===== src/rtl/uart_pkg.sv =====
// Shared types and constants for the UART transmit path: arbiter FSM states,
// byte width and the ASCII characters the requester sequencers emit.
package uart_pkg;

  localparam int UART_DATA_W = 8;

  localparam logic [UART_DATA_W-1:0] CH_AT    = 8'h40;
  localparam logic [UART_DATA_W-1:0] CH_ZERO  = 8'h30;
  localparam logic [UART_DATA_W-1:0] CH_SLASH = 8'h2F;
  localparam logic [UART_DATA_W-1:0] CH_LF    = 8'h0A;

  typedef enum logic [1:0] {
    ST_IDLE,
    ST_START,
    ST_WAIT_BUSY,
    ST_WAIT_DONE
  } arb_state_e;

  // Increment with wrap to zero at n; n need not be a power of two.
  function automatic int wrap_inc(input int v, input int n);
    return (v + 1 >= n) ? 0 : v + 1;
  endfunction

endpackage


===== src/rtl/uart_tx_arbiter_if.sv =====
// Handshake bundle between the byte requesters, the arbiter and the UART
// transmitter. master = arbiter side, slave = requesters plus transmitter.
interface uart_tx_arbiter_if
  import uart_pkg::*;
#(
  parameter int NUM_REQ = 4
) ();

  logic [NUM_REQ-1:0]             req_valid;
  logic [NUM_REQ*UART_DATA_W-1:0] req_data;
  logic [NUM_REQ-1:0]             req_ready;
  logic                           tx_start;
  logic [UART_DATA_W-1:0]         tx_data;
  logic                           tx_busy;

  modport master (
    input  req_valid, req_data, tx_busy,
    output req_ready, tx_start, tx_data
  );

  modport slave (
    output req_valid, req_data, tx_busy,
    input  req_ready, tx_start, tx_data
  );

endinterface


===== src/rtl/rr_select.sv =====
// Combinational round-robin search: lowest index at or after ptr_i (wrapping)
// whose valid bit is set, as both a one-hot vector and a binary index.
module rr_select #(
  parameter  int NUM_REQ = 4,
  localparam int IDX_W   = $clog2(NUM_REQ)
) (
  input  logic [NUM_REQ-1:0] valid_i,
  input  logic [IDX_W-1:0]   ptr_i,
  output logic [NUM_REQ-1:0] onehot_o,
  output logic [IDX_W-1:0]   idx_o,
  output logic               found_o
);

  int             j;
  logic [IDX_W-1:0] j_idx;

  // Walk from the farthest offset down so the nearest valid entry wins last.
  always_comb begin
    onehot_o = '0;
    idx_o    = '0;
    found_o  = 1'b0;
    j        = 0;
    j_idx    = '0;
    for (int k = NUM_REQ - 1; k >= 0; k--) begin
      j = int'(ptr_i) + k;
      if (j >= NUM_REQ) j = j - NUM_REQ;
      j_idx = IDX_W'(j);
      if (valid_i[j_idx]) begin
        idx_o   = j_idx;
        found_o = 1'b1;
      end
    end
    onehot_o[idx_o] = found_o;
  end

endmodule


===== src/rtl/uart_tx_arbiter.sv =====
// Round-robin scheduler sharing one UART transmitter between NUM_REQ byte
// producers; one frame in flight at a time, tracked through tx_busy.
module uart_tx_arbiter
  import uart_pkg::*;
#(
  parameter  int NUM_REQ      = 4,
  parameter  int DATA_W       = 8,
  parameter  int BUSY_TIMEOUT = 7,
  localparam int IDX_W        = $clog2(NUM_REQ)
) (
  input  logic               clk,
  input  logic               rst_n,
  uart_tx_arbiter_if.master  bus,
  output logic [IDX_W-1:0]   grant_id,
  output logic               active,
  output logic               timeout_err
);

  arb_state_e         state_q, state_d;
  logic [IDX_W-1:0]   ptr_q, ptr_d;
  logic [3:0]         cnt_q, cnt_d;
  logic [DATA_W-1:0]  tx_data_q, tx_data_d;
  logic [IDX_W-1:0]   grant_q, grant_d;
  logic               tx_start_q, tx_start_d;
  logic               timeout_q, timeout_d;
  logic [NUM_REQ-1:0] ready;

  logic [NUM_REQ-1:0] win_onehot;
  logic [IDX_W-1:0]   win_idx;
  logic               win_found;
  logic [DATA_W-1:0]  req_bytes [NUM_REQ];

  for (genvar gi = 0; gi < NUM_REQ; gi++) begin : g_unpack
    assign req_bytes[gi] = bus.req_data[gi*DATA_W +: DATA_W];
  end

  rr_select #(.NUM_REQ(NUM_REQ)) u_sel (
    .valid_i  (bus.req_valid),
    .ptr_i    (ptr_q),
    .onehot_o (win_onehot),
    .idx_o    (win_idx),
    .found_o  (win_found)
  );

  always_comb begin
    state_d    = state_q;
    ptr_d      = ptr_q;
    cnt_d      = cnt_q;
    tx_data_d  = tx_data_q;
    grant_d    = grant_q;
    tx_start_d = 1'b0;
    timeout_d  = 1'b0;
    ready      = '0;
    case (state_q)
      ST_IDLE: begin
        // A frame still running (e.g. across reset) blocks any new grant.
        if (!bus.tx_busy) begin
          ready = win_onehot;
          if (win_found) begin
            tx_data_d  = req_bytes[win_idx];
            grant_d    = win_idx;
            ptr_d      = IDX_W'(wrap_inc(int'(win_idx), NUM_REQ));
            tx_start_d = 1'b1;
            state_d    = ST_START;
          end
        end
      end
      ST_START: begin
        cnt_d   = '0;
        state_d = ST_WAIT_BUSY;
      end
      ST_WAIT_BUSY: begin
        if (bus.tx_busy) begin
          state_d = ST_WAIT_DONE;
        end else begin
          cnt_d = cnt_q + 4'd1;
          if (cnt_d == 4'(BUSY_TIMEOUT)) begin
            timeout_d = 1'b1;
            state_d   = ST_IDLE;
          end
        end
      end
      ST_WAIT_DONE: begin
        if (!bus.tx_busy) state_d = ST_IDLE;
      end
      default: state_d = ST_IDLE;
    endcase
  end

  always_ff @(posedge clk) begin
    if (!rst_n) begin
      state_q    <= ST_IDLE;
      ptr_q      <= '0;
      cnt_q      <= '0;
      tx_data_q  <= '0;
      grant_q    <= '0;
      tx_start_q <= 1'b0;
      timeout_q  <= 1'b0;
    end else begin
      state_q    <= state_d;
      ptr_q      <= ptr_d;
      cnt_q      <= cnt_d;
      tx_data_q  <= tx_data_d;
      grant_q    <= grant_d;
      tx_start_q <= tx_start_d;
      timeout_q  <= timeout_d;
    end
  end

  assign bus.req_ready = ready;
  assign bus.tx_start  = tx_start_q;
  assign bus.tx_data   = tx_data_q;
  assign grant_id      = grant_q;
  assign active        = (state_q != ST_IDLE);
  assign timeout_err   = timeout_q;

endmodule


===== src/flat_wrapper.sv =====
// flat-port wrapper written by rule: the top's interface ports become plain ports
module uart_tx_arbiter_flat import uart_pkg::*;
#(
  parameter  int NUM_REQ      = 4,
  parameter  int DATA_W       = 8,
  parameter  int BUSY_TIMEOUT = 7,
  localparam int IDX_W        = $clog2(NUM_REQ)
)
  (clk, rst_n, grant_id, active, timeout_err, bus_req_valid, bus_req_data, bus_tx_busy, bus_req_ready, bus_tx_start, bus_tx_data);
  uart_tx_arbiter_if #(.NUM_REQ(NUM_REQ)) bus_i ();
  input  logic clk;
  input  logic rst_n;
  output logic [IDX_W-1:0] grant_id;
  output logic active;
  output logic timeout_err;
  input wire logic [$bits(bus_i.req_valid)-1:0] bus_req_valid;
  input wire logic [$bits(bus_i.req_data)-1:0] bus_req_data;
  input wire logic [$bits(bus_i.tx_busy)-1:0] bus_tx_busy;
  output wire logic [$bits(bus_i.req_ready)-1:0] bus_req_ready;
  output wire logic [$bits(bus_i.tx_start)-1:0] bus_tx_start;
  output wire logic [$bits(bus_i.tx_data)-1:0] bus_tx_data;
  assign bus_i.req_valid = bus_req_valid;
  assign bus_i.req_data = bus_req_data;
  assign bus_i.tx_busy = bus_tx_busy;
  assign bus_req_ready = bus_i.req_ready;
  assign bus_tx_start = bus_i.tx_start;
  assign bus_tx_data = bus_i.tx_data;
  uart_tx_arbiter #(.NUM_REQ(NUM_REQ), .DATA_W(DATA_W), .BUSY_TIMEOUT(BUSY_TIMEOUT)) u_core (.clk(clk), .rst_n(rst_n), .bus(bus_i), .grant_id(grant_id), .active(active), .timeout_err(timeout_err));
endmodule

===== config.mk =====
export PLATFORM = sky130hd
export DESIGN_NAME = uart_tx_arbiter_flat
export DESIGN_NICKNAME = d
export VERILOG_FILES = /design/src/rtl/uart_pkg.sv /design/src/rtl/uart_tx_arbiter_if.sv /design/src/rtl/rr_select.sv /design/src/rtl/uart_tx_arbiter.sv /design/src/flat_wrapper.sv
export SDC_FILE = /design/constraint.sdc
export NUM_CORES = 1
export LEC_CHECK = 0
export CAP_MARGIN = 20
export CORE_MARGIN = 10
export CORE_UTILIZATION = 60
export DETAILED_ROUTE_END_ITERATION = 10
export DONT_BUFFER_PORTS = 1
export PLACE_DENSITY_LB_ADDON = 0.05
export SYNTH_ARGS = -nofsm -noshare
export SYNTH_HDL_FRONTEND = slang
export SYNTH_SLANG_ARGS = --single-unit
export TNS_END_PERCENT = 10

===== constraint.sdc =====
create_clock -name clk -period 4.55 [get_ports clk]
set_input_delay 0.91 -clock clk [delete_from_list [all_inputs] [get_ports clk]]
set_output_delay 0.91 -clock clk [all_outputs]
set_load 0.05 [all_outputs]

# Yosys cells after proc, flatten, opt, wreduce, memory -nomap -nowiden
# Cells that the tools add are included.
# totals
ff_bits,20
input_bits,39
out_inout_bits,17
# op_classes
n_addsub,9
order_cmp,12
n_eq_ne,9
n_mux,38
bitwise_logic,6
reduce_logical,9
# ops
cell,n
2-bit 2-to-1 mux,14
8-bit binary-select mux with 2-bit select,1
8-bit 2-to-1 mux,2
"3-bit greater-or-equal comparator, second input constant",5
"2-bit by 3-bit < comparator with 1-bit output, second input constant",5
4-bit 2-to-1 mux,3
1-bit 2-to-1 mux,11
1-bit binary-select mux with 2-bit select,4
"2-bit != test, second input constant",4
2-bit one-hot mux with 4 select lines,1
4-bit one-hot mux with 2 select lines,1
"2-bit by 1-bit subtractor with 2-bit output, second input constant",4
"2-bit by 1-bit adder with 3-bit output, second input constant",2
"2-bit by 2-bit adder with 3-bit output, second input constant",2
3-bit OR reduction,2
"4-bit by 1-bit adder with 4-bit output, second input constant",1
4-bit AND,1
"2-bit equality test, second input constant",2
"4-bit by 3-bit equality test with 1-bit output, second input constant",1
1-bit inverter,4
4-bit AND reduction,1
2-bit nonzero test,2
"2-bit by 3-bit greater-or-equal comparator with 1-bit output, second input constant",1
"3-bit by 2-bit != test with 1-bit output, second input constant",1
8 further kinds,8

# Longest topological paths before layout
# Gate-level depths: netlist of run 1.
# depth
depth_word,16
ltp_mapped,8
mapped_depth_nobuf,6

# Cells and area by module
# From an unflattened synthesis of run 1, not the netlist that was laid out.
# unflattened
hier_cells,152
area_unflattened_um2,1378.8
# by_module_without_submodules
module,n_inst,cells_each,area_each_um2,seq_area_each_um2
uart_tx_arbiter,1,119,1167.4,400.4
rr_select,1,33,211.5,0.0

# Worst setup path before layout of run 1
# Ideal clock, no wire load.
# synth_timing
kind,input port to output port
start,in bus_req_valid[1]
end,out bus_req_ready[0]
arrival_ns,3.025
required_time_ns,3.640
slack_ns,0.615
stages,6
cell_sequence,or3b_2 > o221ai_1 > buf_2 > buf_4 > inv_1 > nor3_1
# synth_via
elab_chain_cells,13
word_cells_on_any_way,24
# synth_lines
element,line,source
start: declaration,flat_wrapper.sv:16,input wire logic [$bits(bus_i.req_valid)-1:0] bus_req_valid;
1-bit binary-select mux with 2-bit select,rr_select.sv:28,if (valid_i[j_idx]) begin
1-bit 2-to-1 mux (not written as such),rr_select.sv:28,
2-bit 2-to-1 mux (4 in a row),rr_select.sv:28,
2-bit by 3-bit < comparator with 1-bit output (not written as such) / 2-bit by 1-bit greater-or-equal comparator with 1-bit output (equally long branches),rr_select.sv:33,onehot_o[idx_o] = found_o;
1-bit logical AND (not written as such),rr_select.sv:33,
1-bit 2-to-1 mux (not written as such),rr_select.sv:33,
1-bit demux with 2-bit select,rr_select.sv:33,
4-bit AND (no source line) *,-,
4-bit 2-to-1 mux *,uart_tx_arbiter.sv:57,if (!bus.tx_busy) begin
4-bit 2-to-1 mux *,uart_tx_arbiter.sv:54,case (state_q)
end: declaration,flat_wrapper.sv:19,output wire logic [$bits(bus_i.req_ready)-1:0] bus_req_ready;
# Mark *: on every way between the ends. The rest lies on a longest branch, timed or not. The select of a mux whose other input is x is not followed.

# Final worst setup path of run 1
# layout_timing
start,reg u_core.state_q[0]
end,out bus_req_ready[2]
# layout_via
elab_chain_cells,2
# layout_lines
element,line,source
start: declaration,uart_tx_arbiter.sv:19,"arb_state_e state_q, state_d;"
start signal: assignment,uart_tx_arbiter.sv:100,state_q <= state_d;
2-bit logical NOT,uart_tx_arbiter.sv:54,
4-bit 2-to-1 mux,uart_tx_arbiter.sv:54,
# No other way between the ends.

==> run metrics, run 1 <==
CTS sink cnt 20; worst r2r dst u_core.bus.tx_data[0]$_SDFFE_PN0P_; Clock Skew 1.67 ps; WHS Endpoint u_core.ptr_q[1]$_SDFFE_PN0P_; cell family with most CP delay simple AND/OR/NAND/NOR gates; CTS tree done; Tmin final ~3500 ps; Syn Area/Cell 8.74 um2; FMAX 287 MHz; Yosys cell types 35; CP Data Arrival Time 2580 ps; Post-Syn Nets 174; Clock Latency Late Sink 290 ps; Top-Level Pins 56; total CTS buffers 3; die width 63.9 um; fraction of layout cells with a size suffix above 1 0.0923; post-CTS sizing 0; period utilization 0.767; FF-to-FF Start u_core.state_q[0]$_SDFFE_PN0P_; Least-Margin Pin Slew 966 ps; slowest stage cell, crit path nor3_1; WP depth 3; row cnt 15; Via density 6.34; number of flops mapped to enable cells by yosys 0; Final Hold Viols 0; Hold Path Class reg2reg; top-count cell post-synth dfxtp_1; total number of vias about 980; worst slack, placed 1250 ps; CTS root buffer clkbuf_4; Largest stage delay, worst path 650 ps; Pre-antenna DRT Iters 4; DR iter-0 viols 25; Setup TNS 0 ps; Pwr Total 0.439 mW; Port Buf Inserts 0; initial antenna violation count 0; Worst Reg-to-Reg Cells 4; top cell type's share of synthesized area 0.347; DRT antenna net count 0; starting density of the core 0.647; Setup crit end kind output port; Synth Flop Type dfxtp_1; clock transition at the registers of the reported paths ~100 ps; Synth area leaders dfxtp_1, mux2i_1, o221ai_1; Seq cells post-synth 20; yosys synthesis warning count 0; RSZ-0062 raised after global routing no; worst-path cell chain or2_0, nor3_1, and3_1; wirelength, routed 2830 um; nets 173; CTS Buffer Depth 2; ANT cells 0; CP Class reg2out; Worst R2R Setup Slack 2000 ps; HPWL Detailed 2240 um; Final Max Tran Viols 0; worst setup margin around 1100 ps; Post-synth top cells dfxtp_1, mux2i_1, nand3_1; worst path buffer plus inverter count 0; GPL Wtd Cong 0.785; core footprint 0.00178 mm2; outcome finished, final reports clean; Pwr per Cell Area 362 mW/mm2; dpl cells 151; final setup fails 0; number of H-tree levels 1; largest net degree at the start of global routing 19; max-cap viol count 0; Layout area overhead 5.21%; post-CTS setup buffers 0; first-pass GRT wire length about 4600 um; hold_sp u_core.ptr_q[1]$_SDFFE_PN0P_; floorplan die area 0.00408 mm2; Worst Hold Path Cells 2; Mapped Cells 132; Fillers approximately 140; gr ovfl total 0; crit-path max FO 14; Leak Pwr 0.512 nW; async set-reset flop share out of synthesis 0; Max-Slew Margin vs Limit 0.356; Mapped Area 0.00115 mm2; worst path required time 3640 ps; Seq/Total Area, Yosys 0.347; GRT Overall Usage 0.132; VDD IR max ~0.25 mV; type of origin of the critical path register; vias in the first global route 991; die extent in y approximately 64 um; Yosys top cell by area dfxtp_1; Finished Layout Cells roughly 160; hold_buf cts 0; DRC viols 0; utilization after layout 0.681; Avg WL per Cell 18.3 um
## placed cells by master (no fill, tap or decap), drive strengths merged
| master | n |
|---|---|
| dfxtp | 20 |
| mux2i | 17 |
| nand3 | 12 |
| nand2 | 9 |
| a21oi | 9 |
| o221ai | 9 |
| nor2 | 5 |
| inv | 4 |
| clkbuf | 4 |
| nor2b | 3 |
| nor4 | 3 |
| ha | 3 |
| buf | 3 |
| and2 | 3 |
| nor3 | 3 |
| xor2 | 2 |
| nor4b | 2 |
| a21o | 2 |
| nand2b | 2 |
| a22oi | 2 |
| o21ai | 2 |
| or2 | 1 |
| a221o | 1 |
| o21bai | 1 |
| a21boi | 1 |
| or3b | 1 |
| and3 | 1 |
| or3 | 1 |
| a31o | 1 |
| a211o | 1 |
| o31ai | 1 |
| nand3b | 1 |
## worst register-to-register path: cells and delay by family, from the launching register on
kind | cells | cell delay, ps
simple gates | 2 | 1360
compound gates | 2 | 670
flops | 1 | 440
## per-stage QoR
step | instance area (um2) | hold WS (ps)
final | 1210 | 537
after global routing | 1210 | 575
after CTS | 1210 | 534
after detailed placement | 1180 | 519
after global placement | 1180 | 516
after floorplan | 1150 | 487
## final cells by class
type	count	area [um2]	share of cell area
multi-input cells	99	708	0.584
flip-flops and latches	20	400	0.330
repair buffers	3	22.5	0.0186
inverters	4	15.0	0.0124
clock buffers	4	36.3	0.0299
well taps	25	31.3	0.0258
## how the worst max path moves through the flow
stage | start | endpoint | slack (ps)
4_1_cts | u_core.state_q[0]$_SDFFE_PN0P_ | bus_req_ready[2] | 1050
3_3_place_gp | bus_req_valid[1] | bus_req_ready[3] | 1300
6_report | u_core.state_q[0]$_SDFFE_PN0P_ | bus_req_ready[2] | 1060
5_1_grt | u_core.state_q[0]$_SDFFE_PN0P_ | bus_req_ready[2] | 850
2_1_floorplan | bus_req_valid[1] | bus_req_ready[0] | 620
3_5_place_dp | bus_req_valid[1] | bus_req_ready[3] | 1250
## power breakdown
part           leakage [nW]  switching (mW)  total (mW)  internal, mW
combinational         0.327          0.0591      0.0983        0.0393
clock                0.0210          0.0499      0.0986        0.0487
sequential            0.164          0.0522       0.242         0.190
## flip-flops by register name, indices dropped and copies added, names as in the netlist
name                 cells
u_core.grant_id          2
u_core.state_q           2
u_core.ptr_q             2
u_core.bus.tx_start      1
u_core.cnt_q             4
u_core.bus.tx_data       8
u_core.timeout_err       1
## kinds of logic after synthesis
kind of cell / count (synthesis) / synth area share
buffers and inverters: 13 / 0.0488
muxes: 17 / 0.148
adders and majority gates: 3 / 0.0325
and+or+nand+nor: 47 / 0.216
AOI/OAI and AO/OA: 30 / 0.193
DFF: 20 / 0.347
xor gates and xnor gates: 2 / 0.0152
## per-layer routing
metal,up-vias,GRT usage,wire [um]
met5,-,0,0
met4,0,0.0328,21
met3,2,0.0645,317
met2,41,0.219,1370
met1,456,0.146,1120
li1,484,-,-
No activity file was read; power rests on OpenSTA's default activity.
==> run 2: changes to the inputs <==
==> constraint.sdc (replaced) <==
create_clock -name clk -period 3.65 [get_ports clk]
set_input_delay 0.73 -clock clk [delete_from_list [all_inputs] [get_ports clk]]
set_output_delay 0.73 -clock clk [all_outputs]
set_load 0.05 [all_outputs]
==> run metrics, run 2 (synthesized netlist as in run 1, its figures left out) <==
CTS sink cnt 20; CTS tree done; Setup TNS 0 ps; first-pass GRT wire length about 4800 um; fraction of layout cells with a size suffix above 1 0.106; Setup crit end kind output port; number of H-tree levels 1; GRT Overall Usage 0.144; GPL Wtd Cong 0.836; Top-Level Pins between 50 and 60; Avg WL per Cell approximately 19 um; period utilization 0.812; CTS Buffer Depth 2; floorplan die area 0.00408 mm2; Leak Pwr around 0.53 nW; hold_buf cts 0; FF-to-FF Start u_core.state_q[0]$_SDFFE_PN0P_; Fin Hold WS 511 ps; CTS root buffer clkbuf_4; core footprint 0.00178 mm2; die extent in y 63.9 um; total CTS buffers 3; Least-Margin Pin Slew ~600 ps; post-CTS setup buffers 0; starting density of the core 0.647; Pre-antenna DRT Iters 4; Clock Skew 10.4 ps; ANT cells 0; worst path required time 2920 ps; Via density 6.37; max FFs per register 8; row cnt 15; wirelength, routed roughly 3000 um; CP Class reg2out; die width 63.9 um; DRT antenna net count 0; total number of vias 1000; HPWL Detailed 2290 um; crit-path max FO 14; Hold Path Class in2reg; RSZ-0062 raised after global routing no; DR iter-0 viols 30; hold_sp bus_tx_busy; most frequent cells in the layout dfxtp_1, mux2i_1, nand3_1; post-CTS sizing 0; outcome finished, final reports clean; nets 175; Tmin final 2960 ps; DRC viols 0; max-cap viol count 0; Final Max Tran Viols 0; Setup crit start u_core.state_q[0]$_SDFFE_PN0P_; type of origin of the critical path register; gr ovfl total 0; largest net degree at the start of global routing 17; most common cell after layout, fill and taps aside dfxtp_1; Max-Slew Margin vs Limit 0.596; Port Buf Inserts 0; initial antenna violation count 0; VDD IR max 0.444 mV; CP Data Arrival Time 2230 ps; vias in the first global route around 1000; Clock Latency Late Sink 310 ps; Final Hold Viols 0; final setup fails 0; FMAX 338 MHz; clock transition at the registers of the reported paths 110 ps; Pwr per Cell Area 489 mW/mm2; Layout area overhead 7.92%
run 2: worst max-delay path, stage by stage (launching register included):
cell and delay [ps]:
dfxtp_1 440, or2_0 350, nor3_1 540, and3_1 580
run 2: worst paths after layout:
path | cells past startpoint | slack, ps | end
worst max register to register | 5 | 1580 | u_core.bus.tx_data[3]$_SDFFE_PN0P_
worst max-delay path | 3 | 690 | bus_req_ready[2]
worst min-delay path | 1 | 510 | u_core.bus.tx_start$_SDFF_PP0_
worst min register to register | 2 | 540 | u_core.state_q[0]$_SDFFE_PN0P_
run 2: through the flow:
stage,area (um2),setup slack (ps),utilization,power (mW),cells
after floorplan,1150,75.1,-,0.410,132
after global placement,1190,1000,0.669,0.430,153
after detailed placement,1190,961,0.669,0.435,153
after CTS,1240,702,0.698,0.613,157
after global routing,1240,453,0.698,0.638,157
final,1240,688,0.698,0.609,157
run 2: layout make-up:
type,count,area (um2)
multi-input combinational,99,708
fill,145,538
sequential,20,400
timing repair buffer,5,37.5
tap,25,31.3
clock inverter,1,30.0
clock buffer,3,22.5
inverter,4,15.0
run 2: power breakdown:
group          total (mW)  leakage (nW)  internal [mW]  switching (mW)
sequential          0.303         0.164          0.237          0.0661
clock               0.179        0.0279          0.111          0.0678
combinational       0.127         0.337         0.0525          0.0746
run 2: metal layers:
metal / share of wire / GRT usage / up-vias / routed length (um)
met5: 0 / 0 / - / 0
met4: 0.012 / 0.0492 / 0 / 37
met3: 0.11 / 0.0767 / 5 / 334
met2: 0.49 / 0.251 / 43 / 1450
met1: 0.39 / 0.141 / 460 / 1150
li1: - / - / 492 / -
==> run 3: changes to the inputs <==
--- a/config.mk
+++ b/config.mk
@@ -7,7 +7,7 @@
 export LEC_CHECK = 0
 export CAP_MARGIN = 20
 export CORE_MARGIN = 10
-export CORE_UTILIZATION = 60
+export CORE_UTILIZATION = 55
 export DETAILED_ROUTE_END_ITERATION = 10
 export DONT_BUFFER_PORTS = 1
 export PLACE_DENSITY_LB_ADDON = 0.05
==> constraint.sdc (replaced) <==
create_clock -name clk -period 2.4 [get_ports clk]
set_input_delay 0.48 -clock clk [delete_from_list [all_inputs] [get_ports clk]]
set_output_delay 0.48 -clock clk [all_outputs]
set_load 0.05 [all_outputs]
==> run metrics, run 3 (synthesized netlist as in run 1, its figures left out) <==
WHS Endpoint u_core.bus.tx_start$_SDFF_PP0_; Largest stage delay, worst path 450 ps; HPWL Detailed 2370 um; post-placement cell area 0.00126 mm2; most frequent cells in the layout dfxtp_1, mux2i_1, nand3_1; Worst R2R Setup Slack 460 ps; nets 177; DR iter-0 viols 42; Port Buf Inserts 0; wirelength, routed 2950 um; VDD IR max roughly 0.38 mV; CTS Buffer Depth 2; outcome finished, final reports clean; CTS tree done; Setup crit end kind output port; GPL Wtd Cong around 0.8; number of H-tree levels 1; crit-path max FO 6; Worst Hold Path Cells 1; Pre-antenna DRT Iters 4; die width approximately 66 um; Avg WL per Cell 18.3 um; fin area 0.00130 mm2; worst-path cell chain nand2_1, a221o_1, and2_1, nor3_4, buf_12; CP Class reg2out; final setup fails 0; Worst Reg-to-Reg Cells 5; Clock Skew 6.18 ps; floorplan die area between 0.004 and 0.005 mm2; DRC viols 0; fraction of layout cells with a size suffix above 1 0.149; Top-Level Pins 56; max FFs per register 8; core footprint approximately 0.0020 mm2; Fillers 176; clock transition at the registers of the reported paths 120 ps; Clock Latency Late Sink approximately 300 ps; Leak Pwr 0.543 nW; total CTS buffers 3; starting density of the core 0.582; hold_buf cts 0; worst setup margin 111 ps; Pwr per Cell Area 672 mW/mm2; ANT cells 0; die extent in y about 66 um; FMAX 437 MHz; worst slack, placed 244 ps; worst r2r dst u_core.bus.tx_data[7]$_SDFFE_PN0P_; DRT antenna net count 0; Hold Path Class in2reg; Via density 6.21; Max-Slew Margin vs Limit 0.609; row cnt 16; period utilization 0.954; post-CTS setup buffers 0; Final Max Tran Viols 0; dpl cells approximately 160; area of the multi-input gates 724 um2; Layout area overhead 12.7%; most common cell after layout, fill and taps aside dfxtp_1; gr ovfl total 0; CP Data Arrival Time 1810 ps; initial antenna violation count 0; worst path required time between 1500 and 2000 ps; largest net degree at the start of global routing 17; max-cap viol count 0; total number of vias 1000; type of origin of the critical path register; Finished Layout Cells 161; utilization after layout 0.656; CTS root buffer clkbuf_4; RSZ-0062 raised after global routing no; slowest stage cell, crit path dfxtp_1; FF-to-FF Start u_core.state_q[1]$_SDFFE_PN0P_; GRT Overall Usage 0.137; Final Hold Viols 0; vias in the first global route between 1000 and 1500; Least-Margin Pin Slew approximately 580 ps; hold_sp bus_tx_busy; CTS sink cnt 20; Tmin final 2290 ps; first-pass GRT wire length 4800 um; Seq. cell area 400 um2
-- run 3: cell types whose count changed in the layout (fill, tap and decap cells not counted), sizes merged --
cell / change
clkbuf: +1
buf: +2
bufinv: -1
-- run 3: worst max-delay path, delay by kind of cell, from the launching register on --
kind	cells	cell delay, ps
AO/OA/AOI/OAI	1	350
buffers and inverters	1	160
flip-flops	1	450
AND/OR/NAND/NOR	3	550
-- run 3: worst max path at each step --
stage	start	to	cells past startpoint	slack, ps
after floorplan	bus_req_valid[1]	bus_req_ready[3]	7	-90
after global placement	bus_req_valid[2]	bus_req_ready[3]	5	290
after detailed placement	bus_req_valid[1]	bus_req_ready[3]	5	240
after CTS	u_core.ptr_q[1]$_SDFFE_PN0P_	bus_req_ready[3]	5	50
after global routing	u_core.state_q[1]$_SDFFE_PN0P_	bus_req_ready[1]	5	20
final	u_core.ptr_q[1]$_SDFFE_PN0P_	bus_req_ready[0]	5	110
-- run 3: repair_timing --
item,4_1_cts,5_1_grt
setup endpoints to repair,2,1
pin swaps,0,0
gates resized for setup,2,1
gates cloned,0,0
-- run 3: per-stage QoR --
step | TNS (ps) | hold slack, ps | total power, mW
after global placement | 0 | 512 | 0.677
after floorplan | -151 | 487 | 0.630
final | 0 | 261 | 0.873
after global routing | 0 | 261 | 0.912
after CTS | 0 | 258 | 0.879
after detailed placement | 0 | 524 | 0.684
-- run 3: power by group --
group / leakage (nW) / switching (mW) / internal, mW
clock: 0.0210 / 0.104 / 0.0924
combinational: 0.359 / 0.125 / 0.0962
sequential: 0.164 / 0.0957 / 0.360
total: 0.543 / 0.324 / 0.549
-- run 3: area by class of cell --
type | instances | area share
well taps | 27 | 0.0260
flip-flops and latches | 20 | 0.308
multi-input cells | 99 | 0.557
repair buffers | 7 | 0.0693
clock buffers | 4 | 0.0279
inverters | 4 | 0.0115
-- run 3: metal layers --
layer | wire length, um | up-vias | GRT usage
li1 | - | 502 | -
met1 | 1130 | 467 | 0.140
met2 | 1570 | 27 | 0.254
met3 | 222 | 4 | 0.0458
met4 | 22 | 0 | 0.0401
met5 | 0 | - | 0
